### config.mk
export PLATFORM = sky130hd
export DESIGN_NAME = mul_issue_ctrl
export DESIGN_NICKNAME = d
export VERILOG_FILES = /design/src/rtl/mul_issue_ctrl.sv
export SDC_FILE = /design/constraint.sdc
export NUM_CORES = 1
export LEC_CHECK = 0
export ABC_AREA = 0
export BUFFER_PORTS_ARGS = -buffer_cell sky130_fd_sc_hd__buf_2
export CAP_MARGIN = 20
export CORE_ASPECT_RATIO = 0.5
export CORE_MARGIN = 3
export CORE_UTILIZATION = 44
export DETAILED_ROUTE_END_ITERATION = 7
export PLACE_DENSITY = 0.72
export SYNTH_ARGS = -nofsm -noshare
export SYNTH_HDL_FRONTEND = slang
export SYNTH_SLANG_ARGS = --single-unit
### constraint.sdc
create_clock -name clk -period 7.4 [get_ports clk]
set_input_delay 0.37 -clock clk [delete_from_list [all_inputs] [get_ports clk]]
set_output_delay 0.37 -clock clk [all_outputs]
set_load 0.1 [all_outputs]
### src/rtl/mul_issue_ctrl.sv
// rtl/mul_issue_ctrl.sv - RV64M multiply sequencer between the EXU and the shift-add multiplier
// Issues ops with valid/ready, holds the result until consumed, and reuses a one-entry result cache.
module mul_issue_ctrl #(
  parameter int TAG_W    = 5,
  parameter bit CACHE_EN = 1'b1,
  parameter int TIMEOUT  = 80
) (
  input  logic             clk,
  input  logic             rst,
  input  logic             flush,
  input  logic             in_valid,
  output logic             in_ready,
  input  logic [1:0]       in_op,
  input  logic             in_word,
  input  logic [63:0]      in_src1,
  input  logic [63:0]      in_src2,
  input  logic [TAG_W-1:0] in_tag,
  output logic             out_valid,
  input  logic             out_ready,
  output logic [63:0]      out_data,
  output logic [TAG_W-1:0] out_tag,
  output logic             busy,
  output logic             timeout_err,
  output logic             m_valid,
  output logic             m_mulw,
  output logic [1:0]       m_signed,
  output logic [63:0]      m_multiplicand,
  output logic [63:0]      m_multiplier,
  input  logic             m_ready,
  input  logic             m_out_valid,
  input  logic [63:0]      m_result_hi,
  input  logic [63:0]      m_result_lo
);

  typedef enum logic [2:0] {
    S_IDLE, S_ISSUE, S_WAIT, S_DRAIN, S_DONE
  } state_t;

  localparam int CNT_W = $clog2(TIMEOUT + 1);

  state_t             state, state_next;
  logic [1:0]         op_q;
  logic               word_q;
  logic [63:0]        src1_q, src2_q;
  logic [TAG_W-1:0]   tag_q;
  logic [1:0]         sgn_q;
  logic [63:0]        data_q;
  logic [CNT_W-1:0]   cnt_q;
  logic               err_q;

  logic               c_valid;
  logic [63:0]        c_src1, c_src2, c_hi, c_lo;
  logic [1:0]         c_sgn;

  logic [1:0]         in_sgn;
  logic               hit;
  logic               accept;

  function automatic logic [1:0] sgn_of(input logic word, input logic [1:0] op);
    if (word) return 2'b11;
    case (op)
      2'b10:   return 2'b10;
      2'b11:   return 2'b00;
      default: return 2'b11;
    endcase
  endfunction

  function automatic logic [63:0] select(input logic word, input logic [1:0] op,
                                         input logic [63:0] hi, input logic [63:0] lo);
    if (word) return {{32{lo[31]}}, lo[31:0]};
    if (op == 2'b00) return lo;
    return hi;
  endfunction

  assign in_sgn = sgn_of(in_word, in_op);
  assign accept = (state == S_IDLE) && in_valid && !flush;

  // The low product word is the same for every signedness, so MUL may reuse any entry.
  assign hit = CACHE_EN && c_valid && !in_word &&
               (in_src1 == c_src1) && (in_src2 == c_src2) &&
               ((in_op == 2'b00) || (in_sgn == c_sgn));

  always_comb begin
    state_next = state;
    in_ready   = 1'b0;
    m_valid    = 1'b0;
    out_valid  = 1'b0;
    busy       = (state != S_IDLE);
    case (state)
      S_IDLE: begin
        in_ready = 1'b1;
        if (accept) state_next = hit ? S_DONE : S_ISSUE;
      end
      S_ISSUE: begin
        m_valid = !flush;
        if (flush)        state_next = S_IDLE;
        else if (m_ready) state_next = S_WAIT;
      end
      S_WAIT: begin
        if (m_out_valid) state_next = flush ? S_IDLE : S_DONE;
        else if (flush)  state_next = S_DRAIN;
      end
      S_DRAIN: begin
        if (m_out_valid) state_next = S_IDLE;
      end
      S_DONE: begin
        out_valid = !flush;
        if (flush || out_ready) state_next = S_IDLE;
      end
      default: state_next = S_IDLE;
    endcase
  end

  always_ff @(posedge clk) begin
    if (rst) begin
      state   <= S_IDLE;
      op_q    <= 2'b00;
      word_q  <= 1'b0;
      src1_q  <= '0;
      src2_q  <= '0;
      tag_q   <= '0;
      sgn_q   <= 2'b00;
      data_q  <= '0;
      cnt_q   <= '0;
      err_q   <= 1'b0;
      c_valid <= 1'b0;
      c_src1  <= '0;
      c_src2  <= '0;
      c_hi    <= '0;
      c_lo    <= '0;
      c_sgn   <= 2'b00;
    end else begin
      state <= state_next;

      if (accept) begin
        op_q   <= in_op;
        word_q <= in_word;
        src1_q <= in_src1;
        src2_q <= in_src2;
        tag_q  <= in_tag;
        sgn_q  <= in_sgn;
        if (hit) data_q <= select(1'b0, in_op, c_hi, c_lo);
      end

      if (state == S_WAIT) begin
        if (cnt_q != CNT_W'(TIMEOUT)) cnt_q <= cnt_q + 1'b1;
        if (cnt_q >= CNT_W'(TIMEOUT - 1)) err_q <= 1'b1;
      end else begin
        cnt_q <= '0;
      end

      if ((state == S_WAIT) && m_out_valid && !flush) begin
        data_q <= select(word_q, op_q, m_result_hi, m_result_lo);
        if (!word_q) begin
          c_valid <= 1'b1;
          c_src1  <= src1_q;
          c_src2  <= src2_q;
          c_sgn   <= sgn_q;
          c_hi    <= m_result_hi;
          c_lo    <= m_result_lo;
        end
      end

      if (state == S_DRAIN) c_valid <= 1'b0;
    end
  end

  assign out_data       = data_q;
  assign out_tag        = tag_q;
  assign timeout_err    = err_q;
  assign m_mulw         = word_q;
  assign m_signed       = sgn_q;
  assign m_multiplicand = src1_q;
  assign m_multiplier   = src2_q;

endmodule

==> flow_metrics.env, run 1 <==
export IMPL_outcome="completed"
export IMPL_postLayoutCellArea_um2=24900
export IMPL_path_buf_inv=3
export IMPL_slew_violations=0
export IMPL_grt_pass1_vias=18366
export IMPL_max_cap_violations=0
export IMPL_worst_slack_ns=3.60
export IMPL_avgSynthCellArea_um2=8.01
export IMPL_worst_setup_path_start_kind="register"
export IMPL_critPathKind="reg2reg"
export IMPL_antenna_found_initial=19
export IMPL_hold_path_class="in2reg"
export IMPL_p_seq_frac=0.457
export IMPL_yosys_warnings=0
export IMPL_p_int_mw=4.10
export IMPL_pwr_share_comb=0.127
export IMPL_crit_top_cell="buf_4"
export IMPL_max_stage_delay_ns=0.84
export IMPL_yosys_most_used_dff="dfxtp_1"
export IMPL_clockRootBuffer="clkbuf_16"
export IMPL_grt_max_degree=173
export IMPL_fin_skew_ns=0.0336
export IMPL_synth_edf_count=0
export IMPL_clock_sinks=472
export IMPL_initialDrtViolationCount=1704
export IMPL_worstPathCellList="nor2_1 -> nand2_1 -> nor3b_2 -> buf_4 -> nand2b_4 -> buf_4 -> buf_4 -> nand2_1 -> a21oi_1"
export IMPL_wl_um=68900
export IMPL_vias=19546
export IMPL_min_period_ns=3.80
export IMPL_rsz0062_at_grt="no"
export IMPL_placed_cell_area_um2=23300
export IMPL_remaining_drc_errors=0
export IMPL_die_height_um=159
export IMPL_synthArstFlopShare=0
export IMPL_cts_reportedPaths_clkPinSlew_ns=0.07
export IMPL_syn_to_final_growth_pct=20.5
export IMPL_grt_usage=0.263
export IMPL_cp_arrival_ns=4.28
export IMPL_hold_buffers=0
export IMPL_clk_path_buf_depth=3
export IMPL_initial_core_util=0.451
export IMPL_io_pins=476
export IMPL_end_kind="register"
export IMPL_pwr_share_clk=0.416
export IMPL_syn_num_nets=2850
export IMPL_routedWlPerCell_um=19.1
export IMPL_dp_hpwl_um=47500
export IMPL_final_nets=3199
export IMPL_p_switching_mw=1.61
export IMPL_synth_distinct_cells=47
export IMPL_gp_congestion=0.943
export IMPL_grt_pass1_wl_um=106000
export IMPL_cts_tree="done"
export IMPL_synthesis_area_um2=20600
export IMPL_io_buffers=475
export IMPL_cts_setup_buffers=0
export IMPL_drtAntennaViolNets=0
export IMPL_cts_made_buffers=44
export IMPL_finalSetupTns_ns=0
export IMPL_cp_max_fo=82
export IMPL_drive_above_1_share=0.206
export IMPL_htree_levels=2
export IMPL_whs_ns=0.0470
export IMPL_seq_area_frac_synth=0.458
export IMPL_hold_viol_final=0
export IMPL_cp_top_family="buffers and inverters"
export IMPL_worstMarginPinSlew_ns=1.06
export IMPL_fmax_mhz=263
export IMPL_synth_seq_cells=472
export IMPL_clk_latency_ns=0.56
export IMPL_crit_path_top_delay_cell="buf_4"
export IMPL_grt_ovfl_total=0
export IMPL_fp_row_count=55
export IMPL_drt_pass1_iterations=5
export IMPL_core_area_um2=45800
export IMPL_syn_inst=2577
export IMPL_setup_violations_final=0
export IMPL_required_ns=7.88
export IMPL_period_share=0.514
export IMPL_die_x_um=312
export IMPL_p_per_area_nw_per_um2=230
export IMPL_slew_headroom=0.292
export IMPL_vdd_ir_drop_max_mv=0.156
export IMPL_vias_per_cell=5.42
export IMPL_switching_share=0.281
export IMPL_p_leak_nw=10.3
export IMPL_dieArea_um2=49700
export IMPL_cts_resized=0
export IMPL_place_ws_ns=3.63
==> cell families (layout without fill, tap and decap cells) <==
| group | Yosys count | count (layout) | share of synthesized area |
|---|---|---|---|
| AOI/OAI and AO/OA | 565 | 565 | 0.165 |
| buffers and inverters | 219 | 603 | 0.0407 |
| other | 0 | 18 | 0 |
| DFF | 472 | 472 | 0.458 |
| muxes | 160 | 160 | 0.0796 |
| adders and majority gates | 2 | 2 | 0.00121 |
| and+or+nand+nor | 1063 | 1063 | 0.215 |
| xor gates and xnor gates | 96 | 96 | 0.0407 |
==> worst paths after layout <==
kind | from | endpoint | slack [ns] | depth (start not counted)
hold / removal | in_tag[1] | out_tag[1] | 0.05 | 3
setup / recovery | state[2] | c_src1[63] | 3.60 | 9
hold reg to reg | c_lo[15] | c_lo[15] | 0.45 | 2
setup reg to reg | state[2] | c_src1[63] | 3.60 | 9
==> flip-flops by register name (all words and copies together), names as in the netlist <==
signal          flops
c_sgn               2
op_q                2
c_valid             1
m_signed            2
c_src1             64
m_mulw              1
out_data           64
c_lo               64
c_hi               64
m_multiplier       64
out_tag             5
m_multiplicand     64
timeout_err         1
c_src2             64
state               3
cnt_q               7
==> cell usage after synthesis (4+ instances only) <==
master,number,share of area
a211o_1,34,0.014
a21oi_1,399,0.097
buf_1,10,0.0018
buf_2,6,0.0015
clkbuf_1,173,0.031
dfxtp_1,472,0.46
inv_1,26,0.0047
mux2_2,32,0.017
mux2i_1,128,0.062
nand2_1,867,0.16
nand2b_1,57,0.017
nand3_1,13,0.0032
nand4_1,59,0.018
nor2_1,24,0.0044
nor2b_1,8,0.0024
nor3_1,8,0.0019
nor4_1,14,0.0042
o2111ai_1,6,0.0025
o211a_1,32,0.016
o211ai_1,33,0.012
o21ai_0,6,0.0015
o221ai_1,33,0.014
o22ai_1,6,0.0018
or3_1,4,0.0012
xnor2_1,93,0.039
==> layout make-up <==
type                    instances  area, µm²
diodes                         18       45.0
clock buffers                  64       1290
clock inverters                17        201
fillers                      4253      20900
inverters                      27        101
multi-input cells            1886      10400
flip-flops and latches        472       9450
well taps                     627        785
repair buffers                495       2590
==> layer usage <==
| metal | up-vias | track usage | part of all wire |
|---|---|---|---|
| li1 | 9448 | - | - |
| met1 | 9276 | 0.324 | 0.40 |
| met3 | 167 | 0.0371 | 0.053 |
| met2 | 653 | 0.461 | 0.50 |
| met4 | 2 | 0.114 | 0.039 |
| met5 | - | 0 | 0.00019 |
==> worst reg2reg max path: stages, from the launching register on <==
cell and delay (ns):
dfxtp_1 0.41, nor2_1 0.10, nand2_1 0.11, nor3b_2 0.05, buf_4 0.33, nand2b_4 0.69, buf_4 0.76, buf_4 0.88
nand2_1 0.22, a21oi_1 0.20
==> power by group through the flow <==
| stage | combinational [mW] | clock, mW | sequential (mW) |
|---|---|---|---|
| after floorplan | 0.234 | 0 | 2.92 |
| after global placement | 0.719 | 0 | 2.66 |
| after detailed placement | 0.723 | 0 | 2.67 |
| after CTS | 0.725 | 2.42 | 2.61 |
| after global routing | 0.760 | 2.53 | 2.61 |
| final | 0.727 | 2.38 | 2.61 |
==> cells in the final DEF, fill, tap and decap left out, drive strengths merged, types with 6 or more instances in the layout <==
master	Yosys	layout
mux2i	128	128
inv	26	30
clkinv	1	9
nor4	15	15
clkbuf	173	64
dfxtp	472	472
xnor2	93	93
o21ai	6	6
buf	19	495
nor3	8	8
o211ai	33	33
nor2b	8	8
nor2	24	24
o221ai	33	33
nand2	867	867
o22ai	6	6
nand4	59	59
o211a	32	32
mux2	32	32
o2111ai	6	6
a21oi	399	399
diode	0	18
a211o	34	34
nand2b	57	57
nand3	13	13
==> stage by stage <==
step           utilization  total power, mW  cells
5_1_grt              0.543             5.90   3606
6_report             0.543             5.71   3606
3_5_place_dp         0.509             3.39   3506
4_1_cts              0.542             5.75   3587
2_1_floorplan            -             3.15   2577
3_3_place_gp         0.509             3.38   3506
No activity file was read; power rests on OpenSTA's default activity.
==> run 2: changes to the inputs <==
--- a/config.mk
+++ b/config.mk
@@ -5,7 +5,7 @@
 export SDC_FILE = /design/constraint.sdc
 export NUM_CORES = 1
 export LEC_CHECK = 0
-export ABC_AREA = 0
+export ABC_AREA = 1
 export BUFFER_PORTS_ARGS = -buffer_cell sky130_fd_sc_hd__buf_2
 export CAP_MARGIN = 20
 export CORE_ASPECT_RATIO = 0.5
==> constraint.sdc (replaced) <==
create_clock -name clk -period 3.5 [get_ports clk]
set_input_delay 0.175 -clock clk [delete_from_list [all_inputs] [get_ports clk]]
set_output_delay 0.175 -clock clk [all_outputs]
set_load 0.1 [all_outputs]
==> run 2 against run 1 <==
Sequential share of layout area fell by 3.3 points. Global-route usage barely moved. First-iteration DRC count rose by 3.5%. Flip-flop and latch count did not move. Count of clock-buffer cells in the layout did not move. Register-to-register slack got worse by 2.9 ns. Clock skew fell by 0.0027 ns. Synthesized cell count rose by 15%. Core utilization rose by 5.4 points. Via count rose by 12%. Synthesized area fell by 0.85%. Critical path depth rose by 6. Critical path type is now in2reg. Largest cell class is now registers. Largest power group unchanged.
==> flow_metrics.env, run 2 <==
export IMPL_finalSetupTns_ns=0
export IMPL_fp_row_count=55
export IMPL_p_per_area_nw_per_um2=467
export IMPL_core_area_um2=45600
export IMPL_syn_num_nets=3224
export IMPL_end_kind="register"
export IMPL_wl_um=68700
export IMPL_synthTopCellsByArea="dfxtp_1 46%, nand2_1 12%, o21ai_0 9.5%"
export IMPL_syn_to_final_growth_pct=33.0
export IMPL_vdd_ir_drop_max_mv=0.328
export IMPL_period_share=0.815
export IMPL_dieArea_um2=49300
export IMPL_p_seq_frac=0.442
export IMPL_whs_ns=0.0807
export IMPL_cts_setup_buffers=0
export IMPL_cp_arrival_ns=3.32
export IMPL_yosys_warnings=0
export IMPL_placed_cell_area_um2=23100
export IMPL_vias=21836
export IMPL_initialDrtViolationCount=1763
export IMPL_syn_inst=2951
export IMPL_hold_viol_final=0
export IMPL_clk_latency_ns=0.57
export IMPL_grt_pass1_vias=20595
export IMPL_cts_made_buffers=44
export IMPL_seq_area_frac_synth=0.462
export IMPL_p_leak_nw=12.2
export IMPL_die_x_um=311
export IMPL_synth_distinct_cells=33
export IMPL_fmax_mhz=351
export IMPL_clockRootBuffer="clkbuf_16"
export IMPL_nFillCells=4084
export IMPL_drtAntennaViolNets=0
export IMPL_setup_violations_final=0
export IMPL_worstMarginPinSlew_ns=1.11
export IMPL_grt_max_degree=198
export IMPL_worst_setup_path_start_kind="input port"
export IMPL_yosys_most_used_dff="dfxtp_1"
export IMPL_hold_path_class="in2reg"
export IMPL_synth_seq_cells=472
export IMPL_htree_levels=2
export IMPL_dp_hpwl_um=42600
export IMPL_yosysTopAreaCell="dfxtp_1"
export IMPL_required_ns=3.97
export IMPL_synth_commonest_cells="679 x nand2_1, 472 x dfxtp_1, 442 x nor2_1"
export IMPL_synthArstFlopShare=0
export IMPL_drive_above_1_share=0.165
export IMPL_grt_usage=0.264
export IMPL_layout_commonest_cell="nand2_1"
export IMPL_vias_per_cell=5.15
export IMPL_routedWlPerCell_um=16.2
export IMPL_io_buffers=475
export IMPL_p_int_mw=8.86
export IMPL_slew_violations=0
export IMPL_pwr_share_comb=0.177
export IMPL_max_cap_violations=0
export IMPL_cp_max_fo=23
export IMPL_yosysTopAreaCellShare=0.462
export IMPL_initial_core_util=0.449
export IMPL_synthesis_area_um2=20500
export IMPL_grt_ovfl_total=0
export IMPL_remaining_drc_errors=0
export IMPL_final_nets=3842
export IMPL_min_period_ns=2.85
export IMPL_synth_edf_count=0
export IMPL_fin_skew_ns=0.0309
export IMPL_avgSynthCellArea_um2=6.93
export IMPL_die_height_um=158
export IMPL_yosysMostFrequentCell="nand2_1"
export IMPL_gp_congestion=0.852
export IMPL_postLayoutCellArea_um2=27200
export IMPL_slew_headroom=0.259
export IMPL_io_pins=476
export IMPL_grt_pass1_wl_um=107000
export IMPL_switching_share=0.303
export IMPL_final_cell_mix="679 x nand2_1, 474 x buf_2, 472 x dfxtp_1"
export IMPL_rsz0062_at_grt="no"
export IMPL_cts_reportedPaths_clkPinSlew_ns=0.07
export IMPL_pwr_share_clk=0.381
export IMPL_critPathKind="in2reg"
export IMPL_post_route_util=0.597
export IMPL_clk_path_buf_depth=3
export IMPL_p_switching_mw=3.84
export IMPL_drt_pass1_iterations=6
export IMPL_antenna_found_initial=7
export IMPL_outcome="completed"
export IMPL_clock_sinks=472
export IMPL_cts_tree="done"
run 2: cell families after synthesis:
kind of cell               synth area share
adders and majority gates           0.00122
and+or+nand+nor                       0.242
xor gates and xnor gates             0.0227
DFF                                   0.462
buffers and inverters                0.0806
AOI/OAI and AO/OA                     0.192
run 2: metrics by stage:
step	std cells	worst slack [ns]	total power, mW
after floorplan	2951	0.792	7.15
after global placement	3884	0.669	7.69
after detailed placement	3884	0.639	7.70
after CTS	4225	0.659	12.7
after global routing	4232	0.418	13.1
final	4239	0.647	12.7
run 2: cell type report:
type | instances | area, µm² | area share
inverters | 226 | 866 | 0.0318
multi-input cells | 2062 | 9400 | 0.345
clock inverters | 11 | 138 | 0.00506
repair buffers | 763 | 5280 | 0.194
diodes | 14 | 35.0 | 0.00129
well taps | 627 | 785 | 0.0288
clock buffers | 64 | 1270 | 0.0466
flip-flops and latches | 472 | 9450 | 0.347
run 2: path summary, 6_finish.rpt:
check / startpoint / to / slack [ns] / cells after the start
hold / removal: flush / state[1] / 0.08 / 4
setup reg to reg: c_src1[60] / out_data[63] / 0.71 / 12
setup / recovery: in_word / out_data[63] / 0.65 / 15
hold reg to reg: c_hi[40] / c_hi[40] / 0.45 / 2
run 2: metal layers:
metal  up-vias  global-route usage  part of all wire
met1      9906               0.310              0.40
li1      10721                   -                 -
met2       872               0.449              0.47
met3       337              0.0467             0.055
met4         0               0.176             0.072
met5         -                   0                 0
run 2: timing repair:
action                                  in CTS  in global routing
gates resized for setup                      0                  0
hold buffers                               266                  0
endpoints found under the setup margin       0                  0
hold endpoints to repair                   268                  0
run 2: power groups by stage:
| stage | clock (mW) | sequential, mW | combinational, mW |
|---|---|---|---|
| 2_1_floorplan | 0 | 6.53 | 0.613 |
| 3_3_place_gp | 0 | 5.72 | 1.96 |
| 3_5_place_dp | 0 | 5.73 | 1.98 |
| 4_1_cts | 4.91 | 5.61 | 2.23 |
| 5_1_grt | 5.14 | 5.62 | 2.38 |
| 6_report | 4.84 | 5.61 | 2.25 |
run 2: worst max-delay path, cell delays in order:
cell	delay, ns
dlygate4sd3_1	0.55
buf_2	0.14
inv_1	0.12
nand3_1	0.12
nand2_1	0.08
nand3_1	0.08
a21oi_1	0.32
nand3_1	0.12
nor2_1	0.28
nand4_2	0.18
buf_4	0.26
nand2_4	0.25
inv_1	0.35
nor2_1	0.22
nor2_1	0.06
==> run 3: changes to the inputs <==
--- a/config.mk
+++ b/config.mk
@@ -5,14 +5,14 @@
 export SDC_FILE = /design/constraint.sdc
 export NUM_CORES = 1
 export LEC_CHECK = 0
-export ABC_AREA = 1
+export ABC_AREA = 0
 export BUFFER_PORTS_ARGS = -buffer_cell sky130_fd_sc_hd__buf_2
 export CAP_MARGIN = 20
 export CORE_ASPECT_RATIO = 0.5
 export CORE_MARGIN = 3
 export CORE_UTILIZATION = 44
 export DETAILED_ROUTE_END_ITERATION = 7
-export PLACE_DENSITY = 0.72
+export PLACE_DENSITY = 0.75
 export SYNTH_ARGS = -nofsm -noshare
 export SYNTH_HDL_FRONTEND = slang
 export SYNTH_SLANG_ARGS = --single-unit
==> constraint.sdc (replaced) <==
create_clock -name clk -period 2.4 [get_ports clk]
set_input_delay 0.12 -clock clk [delete_from_list [all_inputs] [get_ports clk]]
set_output_delay 0.12 -clock clk [all_outputs]
set_load 0.1 [all_outputs]
==> run 3 against run 2 <==
The run now ends with setup timing left. Core utilization rose by 3.7 points. Flip-flop and latch count stayed put. Setup slack lost 0.82 ns. Largest cell class is now multi-input gates. Critical endpoint is now out_data[10]. Cell area grew 6.7%. Count of clock-buffer cells in the layout increased by 1.
==> flow_metrics.env, run 3 (synthesized netlist as in run 1, its figures left out) <==
export IMPL_hold_viol_final=0
export IMPL_cts_made_buffers=44
export IMPL_cp_top_family="simple AND/OR/NAND/NOR gates"
export IMPL_wl_um=79000
export IMPL_pwr_share_comb=0.155
export IMPL_die_height_um=159
export IMPL_p_seq_frac=0.443
export IMPL_fp_row_count=55
export IMPL_worstPathCellList="xnor2_1 -> nand4_1 -> nor4_4 -> buf_4 -> nand4_1 -> nor4_4 -> buf_6 -> a21oi_4 -> buf_8 -> buf_12 -> mux2i_4"
export IMPL_grt_max_degree=113
export IMPL_clk_latency_ns=0.57
export IMPL_vdd_ir_drop_max_mv=0.501
export IMPL_vias_per_cell=5.56
export IMPL_place_ws_ns=-0.340
export IMPL_post_route_util=0.634
export IMPL_grt_ovfl_total=0
export IMPL_outcome="finished with violations"
export IMPL_grt_pass1_vias=21583
export IMPL_htree_levels=2
export IMPL_grt_usage=0.298
export IMPL_worst_setup_path_start_kind="register"
export IMPL_required_ns=2.82
export IMPL_remaining_drc_errors=0
export IMPL_pwr_share_clk=0.403
export IMPL_nFillCells=3601
export IMPL_max_stage_delay_ns=0.33
export IMPL_initialDrtViolationCount=2445
export IMPL_die_x_um=312
export IMPL_drt_pass1_iterations=8
export IMPL_fmax_mhz=389
export IMPL_path_buf_inv=4
export IMPL_end_kind="register"
export IMPL_routedWlPerCell_um=19.8
export IMPL_antenna_found_initial=10
export IMPL_worst_slack_ns=-0.173
export IMPL_dp_hpwl_um=50500
export IMPL_rsz0062_at_grt="yes"
export IMPL_dpl_cell_count=3614
export IMPL_max_cap_violations=0
export IMPL_p_per_area_nw_per_um2=626
export IMPL_drive_above_1_share=0.227
export IMPL_dieArea_um2=49700
export IMPL_whs_ns=0.0555
export IMPL_min_period_ns=2.57
export IMPL_p_switching_mw=5.19
export IMPL_clock_sinks=472
export IMPL_syn_to_final_growth_pct=40.7
export IMPL_stdcell_count=3986
export IMPL_grt_pass1_wl_um=120000
export IMPL_clk_path_buf_depth=3
export IMPL_clockRootBuffer="clkbuf_16"
export IMPL_setup_violations_final=62
export IMPL_worstMarginPinSlew_ns=0.830
export IMPL_io_buffers=475
export IMPL_p_total_mw=18.2
export IMPL_switching_share=0.286
export IMPL_slew_headroom=0.447
export IMPL_violations="setup timing"
export IMPL_cts_reportedPaths_clkPinSlew_ns=0.07
export IMPL_p_int_mw=13.0
export IMPL_slew_violations=0
export IMPL_hold_path_class="in2reg"
export IMPL_final_seq_area_um2=9460
export IMPL_cp_max_fo=7
export IMPL_io_pins=476
export IMPL_layout_commonest_cell="nand2_1"
export IMPL_drtAntennaViolNets=0
export IMPL_core_area_um2=45800
export IMPL_multi_input_area_um2=10600
export IMPL_cts_tree="done"
export IMPL_final_nets=3587
export IMPL_vias=22163
export IMPL_cp_arrival_ns=2.99
export IMPL_crit_path_top_delay_cell="dfxtp_1"
export IMPL_critPathKind="reg2reg"
export IMPL_p_leak_nw=12.2
export IMPL_period_share=1.07
export IMPL_fin_skew_ns=0.0278
export IMPL_final_cell_mix="866 x nand2_1, 474 x buf_2, 467 x dfxtp_1"
export IMPL_initial_core_util=0.451
export IMPL_gp_congestion=0.981
==> run 3: cell count changes in the layout (fill, tap and decap cells not counted), moves of 34 or more <==
cell and change:
nand4_1 +50, buf_4 +82, a21oi_1 +111, xnor2_1 +54, mux2i_1 +125, nor2_1 -418
o21ai_1 -49, a211o_1 +34, o21ai_0 -385, nand3_1 -49, nand2_1 +187, nand2b_1 +56
inv_1 -194
==> run 3: path summary, 6_finish.rpt <==
check / startpoint / to / slack, ns / cells after the start
setup / recovery: c_src1[40] / out_data[10] / -0.17 / 11
hold / removal: flush / state[1] / 0.06 / 4
setup reg to reg: c_src1[40] / out_data[10] / -0.17 / 11
hold reg to reg: c_hi[5] / c_hi[5] / 0.45 / 2
==> run 3: routing by layer <==
metal  track usage  routed length, µm  up-vias
li1              -                  -    10208
met1         0.341              29000    10457
met2         0.509              38400     1121
met3        0.0589               5930      375
met4         0.194               5650        2
met5             0                 12        -
==> run 3: area by class of cell <==
type                            instances  share of cell area
Multi-Input combinational cell       1886               0.364
Clock inverter                         17             0.00547
Inverter                               27             0.00362
Antenna cell                            9            0.000776
Tap cell                              627              0.0270
Clock buffer                           65              0.0459
Timing Repair Buffer                  883               0.227
Sequential cell                       472               0.326
==> run 3: metrics by stage <==
step	cell area (µm²)	setup TNS, ns
after detailed placement	24500	-18.21
after floorplan	20700	-0.304
after global placement	24500	-18.26
after global routing	29000	-13.23
final	29000	-5.59
after CTS	28700	-1.24
==> run 3: worst reg2reg max path, stage by stage, from the launching register on <==
cell and delay [ns]:
dfxtp_1 0.33, xnor2_1 0.27, nand4_1 0.20, nor4_4 0.33
buf_4 0.15, nand4_1 0.16, nor4_4 0.21, buf_6 0.17
a21oi_4 0.10, buf_8 0.18, buf_12 0.15, mux2i_4 0.18
==> run 3: power by group through the flow <==
stage / logic [mW] / clock network, mW / registers [mW]
2_1_floorplan: 0.727 / 0 / 9.00
3_3_place_gp: 2.36 / 0 / 8.21
3_5_place_dp: 2.37 / 0 / 8.22
4_1_cts: 2.74 / 7.37 / 8.04
5_1_grt: 2.93 / 7.73 / 8.05
6_report: 2.81 / 7.32 / 8.04
==> run 3: timing repair <==
action | 4_1_cts | 5_1_grt
buffers inserted | 2 | 4
setup endpoints to repair | 66 | 67
endpoints found under the hold margin | 273 | 0
cloned | 0 | 6
pin swaps | 12 | 4
resized for setup | 9 | 25
hold buffers | 269 | 0
